`src/rtl/sram_d_arbiter.sv`:
```
// Round-robin OBI arbiter sharing the SRAM data port between the core (m0) and a DMA/debug manager (m1).
// An outstanding-ID FIFO sends each in-order response back to the manager that issued the request.
module sram_d_arbiter #(
   parameter int unsigned MAX_OUTSTANDING = 2,
   parameter int unsigned CNT_W           = $clog2(MAX_OUTSTANDING + 1)
) (
   input  logic        clk_i,
   input  logic        rst_ni,
   input  logic        m0_req_i,
   output logic        m0_gnt_o,
   input  logic [31:0] m0_addr_i,
   input  logic        m0_we_i,
   input  logic [3:0]  m0_be_i,
   input  logic [31:0] m0_wdata_i,
   output logic        m0_rvalid_o,
   output logic [31:0] m0_rdata_o,
   input  logic        m1_req_i,
   output logic        m1_gnt_o,
   input  logic [31:0] m1_addr_i,
   input  logic        m1_we_i,
   input  logic [3:0]  m1_be_i,
   input  logic [31:0] m1_wdata_i,
   output logic        m1_rvalid_o,
   output logic [31:0] m1_rdata_o,
   output logic        s_req_o,
   input  logic        s_gnt_i,
   output logic [31:0] s_addr_o,
   output logic        s_we_o,
   output logic [3:0]  s_be_o,
   output logic [31:0] s_wdata_o,
   input  logic        s_rvalid_i,
   input  logic [31:0] s_rdata_i,
   output logic        err_o
);

   localparam int unsigned PTR_W = (MAX_OUTSTANDING > 1) ? $clog2(MAX_OUTSTANDING) : 1;
   localparam logic [CNT_W-1:0] MAX_CNT  = CNT_W'(MAX_OUTSTANDING);
   localparam logic [PTR_W-1:0] LAST_PTR = PTR_W'(MAX_OUTSTANDING - 1);

   logic [MAX_OUTSTANDING-1:0] fifo_q, fifo_d;
   logic [PTR_W-1:0]           wr_ptr_q, wr_ptr_d;
   logic [PTR_W-1:0]           rd_ptr_q, rd_ptr_d;
   logic [CNT_W-1:0]           count_q, count_d;
   logic                       rr_last_q, rr_last_d;
   logic                       err_q, err_d;

   logic can_issue;
   logic sel_valid;
   logic sel_id;
   logic accept;
   logic pop;
   logic head_id;

   // A response arriving this cycle frees a slot, so a full FIFO can still accept a new request.
   always_comb begin
      can_issue = (count_q < MAX_CNT) || s_rvalid_i;
      sel_valid = 1'b0;
      sel_id    = 1'b0;
      if (rst_ni && can_issue) begin
         if (m0_req_i && m1_req_i) begin
            sel_valid = 1'b1;
            sel_id    = ~rr_last_q;
         end else if (m0_req_i) begin
            sel_valid = 1'b1;
            sel_id    = 1'b0;
         end else if (m1_req_i) begin
            sel_valid = 1'b1;
            sel_id    = 1'b1;
         end
      end
   end

   assign accept  = sel_valid && s_gnt_i;
   assign pop     = rst_ni && s_rvalid_i && (count_q != '0);
   assign head_id = fifo_q[rd_ptr_q];

   always_comb begin
      s_req_o   = sel_valid;
      s_addr_o  = '0;
      s_we_o    = 1'b0;
      s_be_o    = '0;
      s_wdata_o = '0;
      if (sel_valid && !sel_id) begin
         s_addr_o  = m0_addr_i;
         s_we_o    = m0_we_i;
         s_be_o    = m0_be_i;
         s_wdata_o = m0_wdata_i;
      end else if (sel_valid && sel_id) begin
         s_addr_o  = m1_addr_i;
         s_we_o    = m1_we_i;
         s_be_o    = m1_be_i;
         s_wdata_o = m1_wdata_i;
      end
   end

   always_comb begin
      m0_gnt_o    = accept && !sel_id;
      m1_gnt_o    = accept && sel_id;
      m0_rvalid_o = pop && !head_id;
      m1_rvalid_o = pop && head_id;
      m0_rdata_o  = (pop && !head_id) ? s_rdata_i : '0;
      m1_rdata_o  = (pop && head_id) ? s_rdata_i : '0;
      err_o       = err_q;
   end

   always_comb begin
      fifo_d    = fifo_q;
      wr_ptr_d  = wr_ptr_q;
      rd_ptr_d  = rd_ptr_q;
      count_d   = count_q;
      rr_last_d = rr_last_q;
      err_d     = err_q;
      if (accept) begin
         fifo_d[wr_ptr_q] = sel_id;
         wr_ptr_d         = (wr_ptr_q == LAST_PTR) ? '0 : wr_ptr_q + PTR_W'(1);
         rr_last_d        = sel_id;
      end
      if (pop) begin
         rd_ptr_d = (rd_ptr_q == LAST_PTR) ? '0 : rd_ptr_q + PTR_W'(1);
      end
      if (accept && !pop) begin
         count_d = count_q + CNT_W'(1);
      end else if (!accept && pop) begin
         count_d = count_q - CNT_W'(1);
      end
      // A response with nothing outstanding is a protocol violation by the subordinate.
      if (s_rvalid_i && (count_q == '0)) begin
         err_d = 1'b1;
      end
   end

   always_ff @(posedge clk_i or negedge rst_ni) begin
      if (!rst_ni) begin
         fifo_q    <= '0;
         wr_ptr_q  <= '0;
         rd_ptr_q  <= '0;
         count_q   <= '0;
         rr_last_q <= 1'b1;
         err_q     <= 1'b0;
      end else begin
         fifo_q    <= fifo_d;
         wr_ptr_q  <= wr_ptr_d;
         rd_ptr_q  <= rd_ptr_d;
         count_q   <= count_d;
         rr_last_q <= rr_last_d;
         err_q     <= err_d;
      end
   end

endmodule

```
`config.mk`:
```
export PLATFORM = sky130hd
export DESIGN_NAME = sram_d_arbiter
export DESIGN_NICKNAME = d
export VERILOG_FILES = /design/src/rtl/sram_d_arbiter.sv
export SDC_FILE = /design/constraint.sdc
export NUM_CORES = 1
export LEC_CHECK = 0
export CAP_MARGIN = 20
export CELL_PAD_IN_SITES_DETAIL_PLACEMENT = 1
export CELL_PAD_IN_SITES_GLOBAL_PLACEMENT = 1
export CORE_ASPECT_RATIO = 1.75
export CORE_UTILIZATION = 11
export CTS_BUF_LIST = sky130_fd_sc_hd__clkbuf_4 sky130_fd_sc_hd__clkbuf_8
export DETAILED_ROUTE_END_ITERATION = 16
export PLACE_DENSITY_LB_ADDON = 0.12
export SETUP_SLACK_MARGIN = 0.5
export SLEW_MARGIN = 20
export SYNTH_ARGS = -nofsm -noshare
export SYNTH_HDL_FRONTEND = slang
export SYNTH_SLANG_ARGS = --single-unit
```
`constraint.sdc`:
```
create_clock -name clk_i -period 1.9 [get_ports clk_i]
set_input_delay 0.38 -clock clk_i [delete_from_list [all_inputs] [get_ports clk_i]]
set_output_delay 0.38 -clock clk_i [all_outputs]
set_load 0.05 [all_outputs]
```
==> results of run 1 <==
-- flip-flops by register name, summed over array words and instances, names as in the netlist --
| register | flops |
|---|---|
| wr_ptr_q | 1 |
| rd_ptr_q | 1 |
| err_o | 1 |
| count_q | 2 |
| rr_last_q | 1 |
| fifo_q | 2 |
-- layer usage --
metal	share of wire [%]	vias to the layer above	track usage [%]
met5	0	-	0
met4	1.2	0	2.31
met3	7.4	11	4.66
met2	63	198	38.7
met1	29	1635	17.6
li1	-	1555	-
-- layout make-up --
class / instances / area share, %
Timing Repair Buffer: 388 / 67.5
Sequential cell: 8 / 2.37
Clock buffer: 4 / 0.573
Tap cell: 180 / 2.65
Multi-Input combinational cell: 164 / 26.5
Antenna cell: 2 / 0.0588
Inverter: 4 / 0.323
-- what timing repair did --
action / CTS / global route
pin swaps: 19 / 63
endpoints found under the hold margin: 0 / 0
setup endpoints to repair: 145 / 144
resized for setup: 71 / 68
setup buffers: 19 / 8
gates cloned: 6 / 19
-- cells by family (layout without fill, tap and decap cells) --
kind of cell / Yosys count / after routing
AOI/OAI and AO/OA: 77 / 77
and+or+nand+nor: 77 / 78
buffers and inverters: 34 / 396
DFF: 8 / 8
xor gates and xnor gates: 5 / 5
muxes: 3 / 3
adders and majority gates: 1 / 1
other: 0 / 2
-- power by group --
| group | total [mW] | internal, mW | switching [mW] |
|---|---|---|---|
| Sequential | 0.348 | 0.251 | 0.0970 |
| Combinational | 6.18 | 3.29 | 2.88 |
| Clock | 0.227 | 0.160 | 0.0669 |
| Total | 6.75 | 3.70 | 3.05 |
-- worst min-delay path: stages --
cell	delay, ns
buf_2	0.11
buf_12	0.11
buf_8	0.09
buf_6	0.10
buf_4	0.12
-- worst max path at each step --
stage                                 from        endpoint  slack [ns]
detailed placement                  rst_ni   s_wdata_o[17]       -0.39
finish              count_q[1]$_DFFE_PN0P_  m0_rdata_o[16]       -0.19
floorplan             rd_ptr_q$_DFFE_PN0P_     m0_rvalid_o        0.14
global route         rr_last_q$_DFFE_PN1N_     s_addr_o[2]       -0.23
CTS                  rr_last_q$_DFFE_PN1N_    s_addr_o[29]       -0.16
global placement                    rst_ni    s_wdata_o[2]       -0.39
-- stage by stage --
| stage | setup slack, ns | hold WS, ns | power [mW] | cells |
|---|---|---|---|---|
| after floorplan | 0.138 | 0.0844 | 2.86 | 205 |
| after global routing | -0.225 | 0.395 | 7.02 | 750 |
| after detailed placement | -0.386 | 0.469 | 5.19 | 692 |
| after CTS | -0.156 | 0.375 | 5.91 | 721 |
| final | -0.187 | 0.370 | 6.75 | 750 |
| after global placement | -0.387 | 0.461 | 5.15 | 692 |
-- cell usage after synthesis, drive strengths merged, types with 2 or more instances --
cell type	number	area, um^2
a22o	69	604
a31oi	2	12.5
nor2	5	18.8
buf	20	153
and3	65	407
clkbuf	10	41.3
inv	4	15.0
mux2	2	22.5
xor2	2	17.5
dfrtp	7	175
xnor2	3	26.3
nand2	2	7.51
==> summary.md, run 1 <==
| Metric | Value |
|---|---|
| Outcome | finished with violations |
| Failing checks | setup timing |
| CP cell instances | buf_6, nor2_4, nor2_4, buf_12, buf_12, clkbuf_16, and3_4, buf_12 |
| Setup Skew | 0.00333 ns |
| Post-synthesis sequential area ratio | 12.3% |
| Multi-input gate area in the final layout | 0.00226 mm^2 |
| Leakage power | 3.60 nW |
| Reg2Reg Depth | 12 |
| Worst-path fanout max | 8 |
| RSZ-0062 raised after global routing | true |
| Clk slew on worst S/H paths | 0.04 ns |
| Post-DP HPWL | 11.7 mm |
| Critical Path Stages | 8 |
| Initial core utilization | 11.4% |
| Worst skew pair latency | 0.23 ns |
| Avg Cell Area, Syn | 8.01 um^2 |
| Routed vias | 3399 |
| Post-route setup slack | -0.187 ns |
| Startpoint types | register |
| Share of cells above drive strength 1 | 65.8% |
| Clk root buf | clkbuf_8 |
| Pwr/cell area | 793 mW/mm^2 |
| Most frequent cells in the layout | clkdlybuf4s50_1, buf_12, a22o_4 |
| Post-Synth XOR/XNOR Area | 2.67% |
| Top cell family by delay on the critical path | buffers and inverters |
| Worst EP required | 1.52 ns |
| Drt wl/cell | 22.9 um |
| Antenna viol nets, final | 0 |
| Routability cong. | 0.783 |
| Reg-to-reg endpoint | count_q[1]$_DFFE_PN0P_ |
| Routed WL | 17.2 mm |
| Buffers & Inverters on Critical Path | 5 |
| Final min period | 2.09 ns |
| Ys async rst share | 100% |
| Least-Margin Pin Slew | 0.404 ns |
| DR pass1 iterations | 4 |
| Via density | 4.53 |
| Standard-cell rows | 58 |
| H-tree levels | 1 |
| Largest vdd supply drop | 0.000369 V |
| Clock Path Buffers | 2 |
| Most common cell after layout, fill and taps aside | clkdlybuf4s50_1 |
| Core area | 0.0144 mm^2 |
| GRT Util Overall | 18.5% |
| Crit-path most repeated cell | buf_12 |
| Count of pins over their slew limit | 0 |
| R2R Setup Slk | -0.06 ns |
| CP max stage delay | 0.43 ns |
| Setup TNS | -19.44 ns |
| Post-synthesis adder-cell area fraction | 0.762% |
| Largest net degree at the start of global routing | 34 |
| Syn nets | 382 |
| Register area | 201 um^2 |
| CTS tree | built |
| CP max-delay cell | dfrtp_1 |
| DRT iter0 DRCs | 52 |
| FF-to-FF Start | count_q[1]$_DFFE_PN0P_ |
| Vias in the first global route | 3692 |
| Post-synth EDFFs | 0 |
| Distinct cell type count after synthesis | 29 |
| Final Core Density | 58.9% |
| CTS buffer count | 3 |
| Hold Path Class | input port to asynchronous set/reset pin |
| Mux contribution to synthesized area | 1.98% |
| Post-route clock period utilization | 110% |
| Simple logic cell fraction of the synthesized area | 29.0% |
| I/O Buffers | 314 |
| Synth warnings | 0 |
| Die Height | 164 um |
| Cts hold-fix bufs | 0 |
| Compound-Gate Fraction of Synth Area | 40.6% |
| Die area | 0.0154 mm^2 |
| Final-report setup violation count | 138 |
| Maxcap violations | 0 |
| Fillers | 1319 |
| # clock sinks | 8 |
| Final hold vios | 0 |
| Max-slew headroom | 73.1% |
| Top FF cell, synth | dfrtp_1 |
| Die X | 94.3 um |
| Worst Setup End Kind | output port |
| F_max | 479 MHz |
| First-pass GRT wire length | 21.5 mm |
| Remaining DRCs | 0 |
| Final net count | 746 |
| CP arrival | 1.71 ns |
| GR Overflow Total | 0 |
| I/O pin total | 315 |
| Largest family of logic cells by synthesized area | compound AO/OA/AOI/OAI gates |
| Synth-to-Final Area Change | 418% |
| Mapped Cells | 205 |
| CP Class | register to output port |
| Placed Area | 0.00697 mm^2 |
| Fin area | 0.00851 mm^2 |
| Mapped Area | 0.00164 mm^2 |
| #FFs+latches synth | 8 |
| Initial antenna violation count | 1 |
(Power assumes the default switching activity.)
==> run 2: changes to the inputs <==
--- a/config.mk
+++ b/config.mk
@@ -8,10 +8,11 @@
 export CAP_MARGIN = 20
 export CELL_PAD_IN_SITES_DETAIL_PLACEMENT = 1
 export CELL_PAD_IN_SITES_GLOBAL_PLACEMENT = 1
-export CORE_ASPECT_RATIO = 1.75
-export CORE_UTILIZATION = 11
+export CORE_AREA = 2 2 124 126
 export CTS_BUF_LIST = sky130_fd_sc_hd__clkbuf_4 sky130_fd_sc_hd__clkbuf_8
 export DETAILED_ROUTE_END_ITERATION = 16
+export DIE_AREA = 0 0 126 128
+export DONT_BUFFER_PORTS = 1
 export PLACE_DENSITY_LB_ADDON = 0.12
 export SETUP_SLACK_MARGIN = 0.5
 export SLEW_MARGIN = 20
==> constraint.sdc (replaced) <==
create_clock -name clk_i -period 1.9 [get_ports clk_i]
set_input_delay 0.19 -clock clk_i [delete_from_list [all_inputs] [get_ports clk_i]]
set_output_delay 0.19 -clock clk_i [all_outputs]
set_load 0.05 [all_outputs]
==> run 2 against run 1 <==
Against the previous run: the flow now finishes without violations; via count decreased by 30%; sequential power increased by 15%; register-to-register slack improved by 0.23 ns; clock-buffer cell count unchanged; cell area decreased by 42%; sequential share of layout area increased by 1.8 points; critical path type unchanged; critical endpoint is now s_addr_o[19].
==> summary.md, run 2 (synthesis results as in run 1) <==
| Metric | Value |
|---|---|
| Outcome | complete, no violations |
| Hold_ws | 0.0546 ns |
| Final min period | 1.89 ns |
| Reg-to-reg endpoint | count_q[1]$_DFFE_PN0P_ |
| GRT Util Overall | 14.0% |
| CP endpoint | s_addr_o[19] |
| Final Core Density | 33.3% |
| DRT iter0 DRCs | 35 |
| Worst-path fanout max | 18 |
| Via density | 4.84 |
| CP Class | register to output port |
| H-tree levels | 1 |
| Largest net degree at the start of global routing | 37 |
| Startpoint types | register |
| FF-to-FF Start | count_q[1]$_DFFE_PN0P_ |
| Clk slew on worst S/H paths | 0.04 ns |
| Worst skew pair latency | 0.23 ns |
| CTS tree | built |
| Largest vdd supply drop | 0.000554 V |
| R2R Setup Slk | 0.17 ns |
| Leakage power | 2.09 nW |
| Switching share of power | 51.7% |
| Remaining DRCs | 0 |
| Most common cell after layout, fill and taps aside | buf_12 |
| F_max | 530 MHz |
| Initial core utilization | 11.0% |
| CP max-delay cell | dfstp_2 |
| Hold path depth | 1 |
| Buffers & Inverters on Critical Path | 2 |
| GR Overflow Total | 0 |
| Internal | 2.67 mW |
| Routed WL | 12.9 mm |
| Die X | 126 um |
| First-pass GRT wire length | 17.1 mm |
| Drt wl/cell | 26.3 um |
| CP arrival | 1.70 ns |
| Clk root buf | clkbuf_8 |
| Standard-cell rows | 45 |
| Maxcap violations | 0 |
| Least-Margin Pin Slew | 0.479 ns |
| Setup TNS | 0 ns |
| Vias in the first global route | 2430 |
| Top cell family by delay on the critical path | compound AO/OA/AOI/OAI gates |
| Fin cells | 490 |
| Reg2Reg Depth | 10 |
| Post-route clock period utilization | 99.3% |
| Most frequent cells in the layout | buf_12, and3_4, a22o_4 |
| I/O Buffers | 0 |
| Part of the power in registers | 7.3% |
| Final-report setup violation count | 0 |
| Hold Path Class | input port to register |
| CTS buffer count | 3 |
| Clock Path Buffers | 2 |
| Max-slew headroom | 68.1% |
| Worst EP required | 1.71 ns |
| # diodes | 0 |
| Worst Setup End Kind | output port |
| # clock sinks | 8 |
| Fillers | 1542 |
| Top Registers | count_q (2), fifo_q (2) |
| Crit-path most repeated cell | buf_12 |
| I/O pin total | 315 |
| CP cell instances | o2111a_2, buf_12, buf_12, a22o_2 |
| Die Height | 128 um |
| Placed Cells | 432 |
| Initial antenna violation count | 0 |
| RSZ-0062 raised after global routing | true |
| Clock Power Share | 4.2% |
| Routability cong. | 0.651 |
| Antenna viol nets, final | 0 |
| Core area | 0.0149 mm^2 |
| Combinational Power Share | 88.5% |
| Setup Skew | 0.000514 ns |
| Count of pins over their slew limit | 0 |
| Final net count | 480 |
| Share of cells above drive strength 1 | 92.1% |
| Synth-to-Final Area Change | 202% |
| Crit. Startpoint | rr_last_q$_DFFE_PN1N_ |
| Final hold vios | 0 |
| Critical Path Stages | 4 |
| Pwr/cell area | 1120 mW/mm^2 |
| Die area | 0.0161 mm^2 |
| P_sw | 2.85 mW |
| Routed vias | 2371 |
| CP max stage delay | 0.55 ns |
| DR pass1 iterations | 4 |
| Post-DP HPWL | 8.28 mm |
## run 2: stage by stage
stage	total power [mW]	cell area, um^2	worst slack (ns)
after floorplan	2.68	2000	0.350
after global placement	3.63	3330	0.213
after detailed placement	3.65	3330	0.192
after CTS	5.29	4610	0.00129
after global routing	5.75	4950	-0.0288
final	5.52	4950	0.0127
## run 2: worst min path at each step
| stage | startpoint | end |
|---|---|---|
| 2_1_floorplan | rst_ni | count_q[0]$_DFFE_PN0P_ |
| 3_3_place_gp | rst_ni | err_o$_DFFE_PN0P_ |
| 3_5_place_dp | rst_ni | err_o$_DFFE_PN0P_ |
| 4_1_cts | s_gnt_i | rr_last_q$_DFFE_PN1N_ |
| 5_1_grt | s_gnt_i | fifo_q[0]$_DFFE_PN0P_ |
| 6_report | s_gnt_i | fifo_q[0]$_DFFE_PN0P_ |
## run 2: per-layer routing
layer	vias to the layer above	GRT usage (%)	wire length, um
li1	1030	-	-
met1	1176	16.0	4580
met2	156	26.8	7150
met3	9	3.59	998
met4	0	1.87	180
met5	-	0	0
## run 2: power groups by stage
stage	logic [mW]	clock network (mW)	registers (mW)
final	4.89	0.234	0.400
after global routing	5.09	0.252	0.410
after CTS	4.66	0.242	0.382
after detailed placement	3.31	0	0.336
after global placement	3.30	0	0.333
after floorplan	2.36	0	0.317
## run 2: repair_timing
action | 4_1_cts | 5_1_grt
hold buffers | 1 | 1
setup buffers | 19 | 8
resized for setup | 108 | 27
setup endpoints to repair | 138 | 140
cloned | 20 | 5
pin swaps | 82 | 23
hold endpoints to repair | 8 | 1
## run 2: worst register-to-register path, delay by kind of cell, from the launching register on
kind / cells / cell delay [ns]
flops: 1 / 0.41
xor+xnor: 2 / 0.30
buf+inv: 4 / 0.51
simple gates: 3 / 0.29
fa+ha+maj: 1 / 0.15
## run 2: cell type report
| type | instances | area [um^2] | area share (%) |
|---|---|---|---|
| clock buffer | 4 | 48.8 | 0.986 |
| inverter | 4 | 27.5 | 0.556 |
| multi-input combinational | 167 | 2160 | 43.7 |
| sequential | 8 | 205 | 4.14 |
| tap | 188 | 235 | 4.75 |
| timing repair buffer | 119 | 2270 | 45.9 |
